## src/rtl/icetap_readout_ctrl.sv

```systemverilog
// Readout controller: walks the trace buffer read pointer over a captured window
// and streams each sample to the host with a valid/ready handshake.
module icetap_readout_ctrl #(
  parameter int NR_SIGNALS   = 16,
  parameter int RECORD_DEPTH = 256,
  parameter int RD_LATENCY   = 2,
  localparam int ADDR_BITS   = $clog2(RECORD_DEPTH)
) (
  input  logic                  scan_clk,
  input  logic                  scan_reset,
  input  logic                  start,
  input  logic [1:0]            capture_state,
  input  logic [ADDR_BITS-1:0]  start_addr,
  input  logic [ADDR_BITS-1:0]  stop_addr,
  output logic                  read_req_first,
  output logic                  read_req_next,
  input  logic [NR_SIGNALS-1:0] read_data,
  output logic                  out_valid,
  output logic [NR_SIGNALS-1:0] out_data,
  output logic                  out_last,
  input  logic                  out_ready,
  output logic                  busy,
  output logic                  done,
  output logic                  err
);

  localparam int WCNT_W = (RD_LATENCY > 1) ? $clog2(RD_LATENCY) : 1;
  localparam logic [WCNT_W-1:0]    WCNT_LOAD = WCNT_W'(RD_LATENCY - 1);
  localparam logic [WCNT_W-1:0]    WCNT_ONE  = 1;
  localparam logic [ADDR_BITS-1:0] SKIP_ONE  = 1;
  localparam logic [ADDR_BITS:0]   REM_ONE   = 1;

  typedef enum logic [1:0] {
    ST_IDLE,
    ST_SKIP,
    ST_WAIT,
    ST_PRESENT
  } state_e;

  state_e                  state_q, state_d;
  logic [ADDR_BITS-1:0]    skip_q, skip_d;
  logic [ADDR_BITS:0]      rem_q, rem_d;
  logic [WCNT_W-1:0]       wcnt_q, wcnt_d;
  logic [NR_SIGNALS-1:0]   data_q, data_d;
  logic                    done_q, done_d;
  logic                    req_first, req_next, start_rej;

  // Window length in words; the subtraction wraps naturally at the buffer size.
  function automatic logic [ADDR_BITS:0] window_len(input logic [ADDR_BITS-1:0] first,
                                                    input logic [ADDR_BITS-1:0] last);
    logic [ADDR_BITS-1:0] span;
    span = last - first;
    return {1'b0, span} + REM_ONE;
  endfunction

  always_comb begin
    state_d   = state_q;
    skip_d    = skip_q;
    rem_d     = rem_q;
    wcnt_d    = wcnt_q;
    data_d    = data_q;
    done_d    = 1'b0;
    req_first = 1'b0;
    req_next  = 1'b0;
    start_rej = 1'b0;
    case (state_q)
      ST_IDLE: begin
        if (start) begin
          if (capture_state == 2'd0) begin
            rem_d     = window_len(start_addr, stop_addr);
            skip_d    = start_addr;
            req_first = 1'b1;
            state_d   = ST_SKIP;
          end else begin
            start_rej = 1'b1;
          end
        end
      end
      ST_SKIP: begin
        if (skip_q != '0) begin
          req_next = 1'b1;
          skip_d   = skip_q - SKIP_ONE;
        end else begin
          wcnt_d  = WCNT_LOAD;
          state_d = ST_WAIT;
        end
      end
      // Buffer read latency stage: data is captured on the edge ending the last wait cycle
      ST_WAIT: begin
        if (wcnt_q == '0) begin
          data_d  = read_data;
          state_d = ST_PRESENT;
        end else begin
          wcnt_d = wcnt_q - WCNT_ONE;
        end
      end
      ST_PRESENT: begin
        if (out_ready) begin
          if (rem_q == REM_ONE) begin
            done_d  = 1'b1;
            state_d = ST_IDLE;
          end else begin
            req_next = 1'b1;
            rem_d    = rem_q - REM_ONE;
            wcnt_d   = WCNT_LOAD;
            state_d  = ST_WAIT;
          end
        end
      end
      default: state_d = ST_IDLE;
    endcase
  end

  always_ff @(posedge scan_clk) begin
    if (scan_reset) begin
      state_q <= ST_IDLE;
      skip_q  <= '0;
      rem_q   <= '0;
      wcnt_q  <= '0;
      data_q  <= '0;
      done_q  <= 1'b0;
    end else begin
      state_q <= state_d;
      skip_q  <= skip_d;
      rem_q   <= rem_d;
      wcnt_q  <= wcnt_d;
      data_q  <= data_d;
      done_q  <= done_d;
    end
  end

  // Mealy pulses are masked so that a start held during reset cannot leak through.
  assign read_req_first = req_first & ~scan_reset;
  assign read_req_next  = req_next  & ~scan_reset;
  assign err            = start_rej & ~scan_reset;
  assign out_valid      = (state_q == ST_PRESENT);
  assign out_last       = (state_q == ST_PRESENT) && (rem_q == REM_ONE);
  assign out_data       = data_q;
  assign busy           = (state_q != ST_IDLE);
  assign done           = done_q;

endmodule
```

## config.mk

```make
export PLATFORM = sky130hd
export DESIGN_NAME = icetap_readout_ctrl
export DESIGN_NICKNAME = d
export VERILOG_FILES = /design/src/rtl/icetap_readout_ctrl.sv
export SDC_FILE = /design/constraint.sdc
export NUM_CORES = 1
export LEC_CHECK = 0
export BUFFER_PORTS_ARGS = -buffer_cell sky130_fd_sc_hd__buf_2
export CORE_MARGIN = 8
export CORE_UTILIZATION = 30
export DETAILED_ROUTE_END_ITERATION = 8
export GPL_TIMING_DRIVEN = 0
export PLACE_DENSITY = 0.57
export SLEW_MARGIN = 0
export SYNTH_ARGS = -nofsm -noshare
export SYNTH_HDL_FRONTEND = slang
export SYNTH_SLANG_ARGS = --single-unit
```

## constraint.sdc

```tcl
create_clock -name scan_clk -period 3.93 [get_ports scan_clk]
set_input_delay 0.786 -clock scan_clk [delete_from_list [all_inputs] [get_ports scan_clk]]
set_output_delay 0.786 -clock scan_clk [all_outputs]
set_load 0.02 [all_outputs]
```

== Word-level counts from Yosys, hierarchy flattened ==
Cells that the tools add are included.
Operators by class
  $add $sub $neg: 5
  eq/ne operators: 11
  mux-type cells: 32
  bitwise operators: 7
  reductions and logical operators: 14
Operators with widths (count)
  $mux 9: 4
  $mux 8: 3
  $pmux 9 s2: 1
  $pmux 8 s2: 1
  $mux 1: 14
  $mux 2: 6
  $ne 2x2->1 const B: 6
  $reduce_and 5->1: 2
  $add 8x1->9 const B: 1
  $eq 9x1->1 const B: 1
  $sub 9x1->9 const B: 1
  $pmux 2 s4: 1
  $reduce_and 4->1: 2
  $reduce_bool 8->1: 1
  $sub 8x1->8 const B: 1
  $sub 8x8->8: 1
  $reduce_bool 2->1: 3
  $eq 2x2->1 const B: 2
  $logic_not 2->1: 2
  $not 1->1: 4
  $and 1x1->1: 3
  $pmux 1 s3: 1
  $reduce_bool 3->1: 1
  $reduce_or 3->1: 1
  6 further kinds: 6
Storage, ports and cells
  input bits: 38
  output and inout bits: 23
  register bits after elaboration: 37
  logic and storage cells: 75

== Logic depth before layout (Yosys ltp) ==
  depth after elaboration: 5
  gate-level depth with buffers: 10
  mapped depth without buffers: 10

== Worst setup path after synthesis ==
Ideal clock, no wire load.
  kind: input -> register
  start: in stop_addr[0]
  end: reg rem_q[8]
  path buffers: 0
  stages on the path: 10
  setup time: 0.079 ns
  arrival time: 2.848 ns
  data required time: 3.851 ns
  path slack: 1.002 ns
  cells stage by stage: inv_1 ha_1 inv_1 fa_1 a211oi_1 nor2_1 xnor2_1 and4b_1 or4b_1 a211oi_2
Between the ends
  word-level cells in the longest chain between the ends: 5
RTL lines
  start: declaration: RTL line 14  | input logic [ADDR_BITS-1:0] stop_addr,
  $sub 8x8->8: RTL line 52  | span = last - first;
  $add 8x1->9: RTL line 53  | return {1'b0, span} + REM_ONE;
  $mux 9: RTL line 69  | if (capture_state == 2'd0) begin
  $mux 9: RTL line 68  | if (start) begin
  $pmux 9 s2: RTL line 66  | case (state_q)
  end signal: assignment: RTL line 125  | rem_q <= rem_d;
  end: declaration: RTL line 42  | logic [ADDR_BITS:0] rem_q, rem_d;
No other way between the ends. The select of a mux whose other input is x is not followed.
A chain may end at the register's enable or synchronous reset.

== Final worst setup path ==
Ends and elaborated chain as after synthesis.

==> results.json <==
{
  "status": "complete, no violations",
  "yosysSeqAreaShare": 0.316,
  "die_h_um": 104,
  "cp-start-kind": "input port",
  "stdcell_count": 477,
  "ios": 61,
  "cts_resized": 0,
  "path_buf_inv": 3,
  "synth_top_family_by_area": "compound AO/OA/AOI/OAI gates",
  "crit_type": "input port to flip-flop",
  "drt-total-wl_mm": 6.40,
  "fmax_mhz": 339,
  "tightest_slew_ps": 733,
  "ant_nets": 0,
  "synth_compound_area_frac": 0.264,
  "viasPerCell": 4.91,
  "hold_buffers": 0,
  "slew_headroom": 0.510,
  "cts_root_buffer": "clkbuf_8",
  "drt_pre_antenna_iters": 4,
  "first_iter_violations": 106,
  "postSynth.asyncResetShare": 0,
  "vias": 2342,
  "yosys-top-cells-count": "49 x nand2_1, 37 x dfxtp_1, 31 x a21oi_1, 25 x nor2_1, 22 x inv_1",
  "yosysWarnings": 0,
  "hold_violations": 0,
  "yosys.area_share.adder": 0.0725,
  "post-route-drc-count": 0,
  "finalInstanceArea_sq_um": 2910,
  "dieArea_sq_um": 10900,
  "die_x_um": 104,
  "critPathArrivalTime_ps": 3160,
  "min_period_ps": 2950,
  "drv_slew": 0,
  "synth_mux_area_frac": 0.00426,
  "netSwitchingFraction": 0.343,
  "max_stage_delay_ps": 470,
  "rsz0062_at_grt": "no",
  "track_usage": 0.116,
  "skew_ps": 4.39,
  "drive_gt1_frac": 0.216,
  "fillers": 828,
  "yosysTopAreaCell": "dfxtp_1",
  "synth-main-ff-cell": "dfxtp_1",
  "finish.net_count": 425,
  "core_area_sq_um": 7650,
  "path_clk_slew_ps": 80,
  "fin_total_pwr_mw": 1.29,
  "fin_crit_sh": 0.751,
  "initial_core_util": 0.307,
  "crit_top_cell": "inv_1",
  "fp-row-count": 32,
  "dp_hpwl_mm": 5.12,
  "cts_tree": "built",
  "slowest_stage": "or4b_1",
  "min_path_type": "flip-flop to flip-flop",
  "path_cells": "buf_2, inv_1, ha_1, inv_1, fa_1, a211oi_1, nor2_1, xnor2_1, and4b_1, or4b_1, a211oi_2",
  "grt.busiest_layer": "met2",
  "grt_pass1_wl_mm": 10.8,
  "synth_area_leaders": "dfxtp_1 32%, nand2_1 7.8%, a21oi_1 6.6%",
  "cp_top_family": "simple AND/OR/NAND/NOR gates",
  "p_sw_mw": 0.442,
  "p_comb_frac": 0.343,
  "setup_viol": 0,
  "use_met1": 0.150,
  "yosys.area.top_type_share": 0.316,
  "placed_cell_area_sq_um": 2780,
  "p_int_mw": 0.846,
  "synth_cell_types": 55,
  "peakVddDrop_uv": 201,
  "grt_max_degree": 14,
  "synth-xor-area-share": 0.0373,
  "synthesis.area_sq_um": 2350,
  "syn_inst": 307,
  "port-buffer-count": 60,
  "worstSkewPairLatency_ps": 290,
  "met2_usage": 0.189,
  "post-cts-setup-buffers": 0,
  "cts_buffer_depth": 2,
  "maxCapViolCount": 0,
  "place_congestion": 0.818,
  "crit_fanout": 3,
  "grt_pass1_vias": 2310,
  "antennaDiodeCount": 0,
  "antenna_found_initial": 0,
  "synth_seq_cells": 37,
  "numClockSinks": 37,
  "dp.cells": 469,
  "synthToLayoutAreaGrowth_pct": 24.1,
  "pwr-share-clk": 0.310,
  "synthesis.nets": 358,
  "synth-edff-count": 0,
  "yosysMostFrequentCell": "nand2_1",
  "p_per_area_nw_per_um2": 442,
  "p_leak_nw": 1.24,
  "fin_tns_setup_ps": 0,
  "grt_util_met3": 0.0273,
  "cts_buffers": 5,
  "crit_required_ps": 4140,
  "grt_overflow": 0,
  "end_kind": "flip-flop",
  "wire_per_inst_um": 13.4,
  "synth_simple_gate_area_frac": 0.245,
  "power_frac_seq": 0.347,
  "syn_avg_cell_area_sq_um": 7.65,
  "cts_max_level": 2
}
cell families after synthesis:
kind of cell | Yosys count
buf+inv | 37
fa+ha+maj | 13
flops | 37
simple gates | 116
compound gates | 93
xor+xnor | 10
mux | 1
power by group through the flow:
stage          registers (mW)  clock network, mW  logic [mW]
3_5_place_dp            0.456                  0       0.441
4_1_cts                 0.447              0.410       0.443
5_1_grt                 0.454              0.433       0.496
2_1_floorplan           0.468                  0       0.310
6_report                0.447              0.399       0.442
3_3_place_gp            0.455                  0       0.436
stage by stage:
step,utilization,hold slack (ps),setup slack (ps)
global route,0.381,482,862
finish,0.381,453,979
detailed placement,0.363,445,673
global placement,0.363,439,680
floorplan,-,469,1000
CTS,0.381,457,958
final timing paths:
| kind | from | depth (start not counted) | slack [ps] | end |
|---|---|---|---|---|
| hold / removal | out_data[10] | 2 | 450 | out_data[10] |
| setup reg to reg | rem_q[0] | 8 | 1750 | rem_q[6] |
| hold reg to reg | out_data[10] | 2 | 450 | out_data[10] |
| setup / recovery | stop_addr[0] | 11 | 980 | rem_q[8] |
registers in the layout (all words and copies together) (netlist names):
signal,count
done,1
wcnt_q,1
state_q,2
skip_q,8
rem_q,9
out_data,16
area by class of cell:
class | count | area (sq um) | share of cell area
inverter | 23 | 86.3 | 0.0296
timing repair buffer | 60 | 300 | 0.103
tap | 102 | 128 | 0.0438
buffer | 14 | 57.6 | 0.0198
clock buffer | 5 | 68.8 | 0.0236
multi-input combinational | 233 | 1460 | 0.502
sequential | 37 | 741 | 0.254
clock inverter | 3 | 68.8 | 0.0236
routing by layer:
| layer | up-vias | wire [um] |
|---|---|---|
| met2 | 52 | 2990 |
| met4 | 0 | 39 |
| li1 | 1231 | - |
| met5 | - | 0 |
| met3 | 2 | 292 |
| met1 | 1057 | 3080 |
worst register-to-register path: stages (launching register included):
cell and delay, ps:
dfxtp_1 340, inv_1 110, ha_1 200, or3b_2 490, nor3_1 270, o22ai_1 140
a32oi_1 200, o32ai_1 120, a31o_1 200
cells in the final DEF, fill, tap and decap left out, drive strengths merged, types with 5 or more instances in the layout:
cell type / count
a211oi: 11
a21oi: 31
a22oi: 5
buf: 64
clkbuf: 15
dfxtp: 37
ha: 12
inv: 23
nand2: 49
nand3: 5
nor2: 25
nor3: 7
o21ai: 18
xnor2: 7
Note: power is estimated with default switching activity, not from simulation.
